===== config.mk =====
export PLATFORM = sky130hd
export DESIGN_NAME = mult32x32_ctrl_flat
export DESIGN_NICKNAME = d
export VERILOG_FILES = /design/src/rtl/mult32x32_ctrl_if.sv /design/src/rtl/mult32x32_ctrl.sv /design/src/flat_wrapper.sv
export SDC_FILE = /design/constraint.sdc
export NUM_CORES = 1
export LEC_CHECK = 0
export ABC_AREA = 1
export ABC_CLOCK_PERIOD_IN_PS = 1600
export CORE_MARGIN = 4
export CORE_UTILIZATION = 21
export DETAILED_ROUTE_END_ITERATION = 16
export PLACE_DENSITY = 0.77
export SLEW_MARGIN = 20
export SYNTH_ARGS = -nofsm -noshare
export SYNTH_HDL_FRONTEND = slang
export SYNTH_SLANG_ARGS = --single-unit

===== constraint.sdc =====
create_clock -name clk -period 1.6 [get_ports clk]
set_clock_uncertainty 0.15 [all_clocks]
set_input_delay 0.4 -clock clk [delete_from_list [all_inputs] [get_ports clk]]
set_output_delay 0.4 -clock clk [all_outputs]
set_load 0.1 [all_outputs]

===== src/rtl/mult32x32_ctrl_if.sv =====
// Handshake and control bundle between the requester/datapath and the 32x32 multiplier sequencer.
interface mult32x32_ctrl_if;
  logic        start;
  logic [31:0] a;
  logic [31:0] b;
  logic [1:0]  a_sel;
  logic        b_sel;
  logic [2:0]  shift_sel;
  logic        upd_prod;
  logic        clr_prod;
  logic        busy;
  logic        done;

  modport master (
    output start, a, b,
    input  a_sel, b_sel, shift_sel, upd_prod, clr_prod, busy, done
  );

  modport slave (
    input  start, a, b,
    output a_sel, b_sel, shift_sel, upd_prod, clr_prod, busy, done
  );
endinterface


===== src/rtl/mult32x32_ctrl.sv =====
// Sequencer for the 16x8 partial-product datapath: walks the 8 (b half, a byte) steps,
// optionally skipping steps whose operand slice is zero, then pulses done.
//
// state | meaning
// IDLE  | waiting for start; clr_prod follows start and the first step is loaded
// STEP  | accumulate partial product k (b_sel=k[2], a_sel=k[1:0])
// FIN   | product register final; done pulse, one cycle
module mult32x32_ctrl #(
  parameter bit SKIP_ZERO = 1'b0
) (
  input logic             clk,
  input logic             reset,
  mult32x32_ctrl_if.slave bus
);

  typedef enum logic [1:0] {IDLE, STEP, FIN} state_t;

  state_t     state, state_next;
  logic [2:0] k, k_next;
  logic [7:0] active;
  logic [3:0] from;
  logic       found;
  logic [2:0] first;

  always_comb begin
    for (int i = 0; i < 8; i++) begin
      if (SKIP_ZERO)
        active[i] = (bus.a[8*(i%4) +: 8] != 8'd0) && (bus.b[16*(i/4) +: 16] != 16'd0);
      else
        active[i] = 1'b1;
    end
  end

  // Lowest active step at or after 'from'; from=8 after the last step finds nothing.
  assign from = (state == STEP) ? ({1'b0, k} + 4'd1) : 4'd0;

  always_comb begin
    found = 1'b0;
    first = 3'd0;
    for (int i = 7; i >= 0; i--) begin
      if (active[i] && (4'(i) >= from)) begin
        found = 1'b1;
        first = 3'(i);
      end
    end
  end

  always_ff @(posedge clk) begin
    if (reset) begin
      state <= IDLE;
      k     <= 3'd0;
    end else begin
      state <= state_next;
      k     <= k_next;
    end
  end

  always_comb begin
    state_next    = state;
    k_next        = k;
    bus.a_sel     = 2'd0;
    bus.b_sel     = 1'b0;
    bus.shift_sel = 3'd0;
    bus.upd_prod  = 1'b0;
    bus.clr_prod  = 1'b0;
    bus.busy      = 1'b0;
    bus.done      = 1'b0;
    case (state)
      IDLE: begin
        if (bus.start) begin
          bus.clr_prod = 1'b1;
          if (found) begin
            state_next = STEP;
            k_next     = first;
          end else begin
            state_next = FIN;
          end
        end
      end
      STEP: begin
        bus.upd_prod  = 1'b1;
        bus.busy      = 1'b1;
        bus.a_sel     = k[1:0];
        bus.b_sel     = k[2];
        bus.shift_sel = {1'b0, k[1:0]} + {1'b0, k[2], 1'b0};
        if (found) k_next = first;
        else       state_next = FIN;
      end
      FIN: begin
        bus.done   = 1'b1;
        bus.busy   = 1'b1;
        state_next = IDLE;
      end
      default: state_next = IDLE;
    endcase
    // Reset cycle forces every output low, including the Mealy clr_prod.
    if (reset) begin
      bus.a_sel     = 2'd0;
      bus.b_sel     = 1'b0;
      bus.shift_sel = 3'd0;
      bus.upd_prod  = 1'b0;
      bus.clr_prod  = 1'b0;
      bus.busy      = 1'b0;
      bus.done      = 1'b0;
    end
  end

endmodule


===== src/flat_wrapper.sv =====
// flat-port wrapper written by rule: the top's interface ports become plain ports
module mult32x32_ctrl_flat 
#(
  parameter bit SKIP_ZERO = 1'b0
)
  (clk, reset, bus_start, bus_a, bus_b, bus_a_sel, bus_b_sel, bus_shift_sel, bus_upd_prod, bus_clr_prod, bus_busy, bus_done);
  mult32x32_ctrl_if bus_i ();
  input logic clk;
  input logic reset;
  input wire logic [$bits(bus_i.start)-1:0] bus_start;
  input wire logic [$bits(bus_i.a)-1:0] bus_a;
  input wire logic [$bits(bus_i.b)-1:0] bus_b;
  output wire logic [$bits(bus_i.a_sel)-1:0] bus_a_sel;
  output wire logic [$bits(bus_i.b_sel)-1:0] bus_b_sel;
  output wire logic [$bits(bus_i.shift_sel)-1:0] bus_shift_sel;
  output wire logic [$bits(bus_i.upd_prod)-1:0] bus_upd_prod;
  output wire logic [$bits(bus_i.clr_prod)-1:0] bus_clr_prod;
  output wire logic [$bits(bus_i.busy)-1:0] bus_busy;
  output wire logic [$bits(bus_i.done)-1:0] bus_done;
  assign bus_i.start = bus_start;
  assign bus_i.a = bus_a;
  assign bus_i.b = bus_b;
  assign bus_a_sel = bus_i.a_sel;
  assign bus_b_sel = bus_i.b_sel;
  assign bus_shift_sel = bus_i.shift_sel;
  assign bus_upd_prod = bus_i.upd_prod;
  assign bus_clr_prod = bus_i.clr_prod;
  assign bus_busy = bus_i.busy;
  assign bus_done = bus_i.done;
  mult32x32_ctrl #(.SKIP_ZERO(SKIP_ZERO)) u_core (.clk(clk), .reset(reset), .bus(bus_i));
endmodule

==> run metrics <==
Layout fillers ~200; Syn-to-layout area delta 98.60%; Syn Std Cell Area 447.9 um2; violated checks negative setup slack; synth warn 0; nets 171; Skew-Pair Late Insertion Delay roughly 0.24 ns; crit path from u_core.state[1]$_SDFFE_PP0P_; Peak supply drop between 0.2 and 0.3 mV; minimum clock period ~1.8 ns; final instance area 889.6 um2; Critical Path End Type output port; PwrDens 820.8 nW/um2; post-synth top area share between 20 and 25%; Internal Power 419.2 uW; RSZ-0062 raised after global routing yes; largest net degree at the start of global routing 7; dpl hpwl approximately 900 um; Die ar. around 2900 um2; Die Y 54.19 um; PortBufs 12; Final Max Slew Viols 0; Hold Violations, Final 0; Area contributors post-synth dfxtp_1 (22%), nand2_1 (15%), ha_1 (14%), nor2_1 (12%), inv_1 (11%); Core ar. ~2000 um2; WL met3 65 um; Seq/Total Area, Yosys 22.35%; Post-DRT Antenna Nets 0; clk slew on worst S/H paths 0.04 ns; Final Cycle Share 115.2%; Pleak 0.4277 nW; Iter 0 DRT Violations 0; Yosys cell types 15; Slew @ Worst Pin about 0.26 ns; status finished with violations; via/cell ratio 3.840; Crit Path Category flop to output port; Req. time, crit path 1.05 ns; setup TNS -2.180 ns; hold_ws 0.3666 ns; share of post-route cells with drive strength above 1 57.14%; Psw 311.0 uW; Layout Utilization between 40% and 50%; post-route insts no fill 125; total CTS buffers 3; drt wl/cell 8.352 um; DR vias 480; clock power share 19.3%; DRC Markers 0; Die X approximately 54 um; Tot Pwr 730.2 uW; Final setup violation count 10; Synth Net Count about 140; Syn Area/Cell between 6 and 7 um2; largest fanout on the critical path 3; clk root buf clkbuf_4; GRT Overall Usage 8.456%; area of placed instances 799.5 um2; Seq pwr share 22.6%; deepest clock path buffer count 2; Comb pwr share 58.0%; max cap viols 0; initial antenna violation count 0; Post-Syn Instances 70; dpl cells 117; area leader, netlist dfxtp_1; switching share of power 42.59%; CP arrival between 1 and 1.5 ns; met1 wire length 401 um; first-pass GRT wire length 1731 um; Setup WS post-layout -0.2434 ns; Hold Crit Class flop to flop; Top Layer Used met3; Ant. Diodes 0; number of global-route vias before repair 466; register bit total from synthesis 5; met2 WL 577 um; total grt overflow 0; CTS tree done; TritonCTS Sinks 5; initial core utilization approximately 22%; reg2reg start u_core.state[1]$_SDFFE_PP0P_; FP Rows 16; worst slack at placement -0.5311 ns; Routed WL 1044 um; Ports 77; Placer Congestion roughly 0.73; f_max 0.5425 GHz; startpoint types flop; Detailed Routing Iterations Pass 1 1; max_slew headroom 82.68%; hold path start u_core.state[0]$_SDFFE_PP0P_; H-tree levels 1
## sequential cells by signal, summed over array words and instances, names as in the netlist
signal        count
u_core.state      2
u_core.k          3
## area by class of cell
type,instances,area [um2],area share (%)
multi-input combinational,48,330.3,37.13
inverter,14,55.05,6.188
timing repair buffer,27,336.6,37.83
clock buffer,4,26.28,2.954
tap,27,33.78,3.797
sequential,5,107.6,12.10
## worst max-delay path, stage by stage (launching register included)
cell and delay, ns:
dfxtp_2 0.31, inv_2 0.07, ha_4 0.15, inv_4 0.04
nor2_4 0.08, inv_2 0.07, nor2_4 0.14, buf_12 0.19
## worst paths after layout
kind	slack (ns)	endpoint	depth (start not counted)
max	-0.24	bus_a_sel[0]	7
min	0.37	u_core.state[0]$_SDFFE_PP0P_	2
max reg2reg	0.09	u_core.k[1]$_SDFFE_PP0P_	11
min reg2reg	0.37	u_core.state[0]$_SDFFE_PP0P_	2
## placed cells by master (no fill, tap or decap)
master,synthesis,routed
a21oi_1,1,1
buf_12,0,10
buf_4,1,15
clkbuf_1,0,1
clkbuf_4,0,3
clkdlybuf4s15_2,0,1
dfxtp_1,5,1
dfxtp_2,0,3
dfxtp_4,0,1
dlymetal6s2s_1,0,1
ha_1,5,3
ha_2,0,1
ha_4,0,1
inv_1,13,10
inv_2,1,3
inv_4,0,1
nand2_1,18,15
nand2_2,1,4
nand2_4,3,3
nand3_1,2,2
nand3_2,1,1
nor2_1,14,7
nor2_2,2,4
nor2_4,0,5
o21ai_0,1,1
## metal layers
layer	vias up	track usage (%)
met4	0	6.224
met3	0	1.662
met2	11	15.14
met5	-	0
li1	261	-
met1	208	8.525
## synth_stat cells
cell	number
nand2_1	18
nor2_1	14
inv_1	13
dfxtp_1	5
ha_1	5
nand2_4	3
buf_6	2
nand3_1	2
nor2_2	2
a21oi_1	1
buf_4	1
inv_2	1
nand2_2	1
nand3_2	1
o21ai_0	1
## power groups by stage
| stage | logic, mW | registers (mW) | clock network, mW |
|---|---|---|---|
| final | 0.424 | 0.165 | 0.141 |
| after global routing | 0.458 | 0.169 | 0.162 |
| after CTS | 0.430 | 0.165 | 0.149 |
| after detailed placement | 0.397 | 0.164 | 0 |
| after global placement | 0.391 | 0.163 | 0 |
| after floorplan | 0.271 | 0.161 | 0 |
## cells by family (layout without fill, tap and decap cells)
logic type	count (synthesis)	count (layout)	share of synthesized area [%]
AO/OA/AOI/OAI	2	2	2.232
buffers and inverters	17	45	18.44
AND/OR/NAND/NOR	41	41	43.02
adder cells (fa/ha/maj)	5	5	13.97
flip-flops	5	5	22.35
## what timing repair did
item,in CTS,in global routing
pin swaps,4,1
hold buffers,0,0
setup buffers,4,0
setup endpoints to repair,10,10
resized for setup,15,1
hold endpoints to repair,0,0
gates cloned,0,0
(Power assumes the default switching activity.)
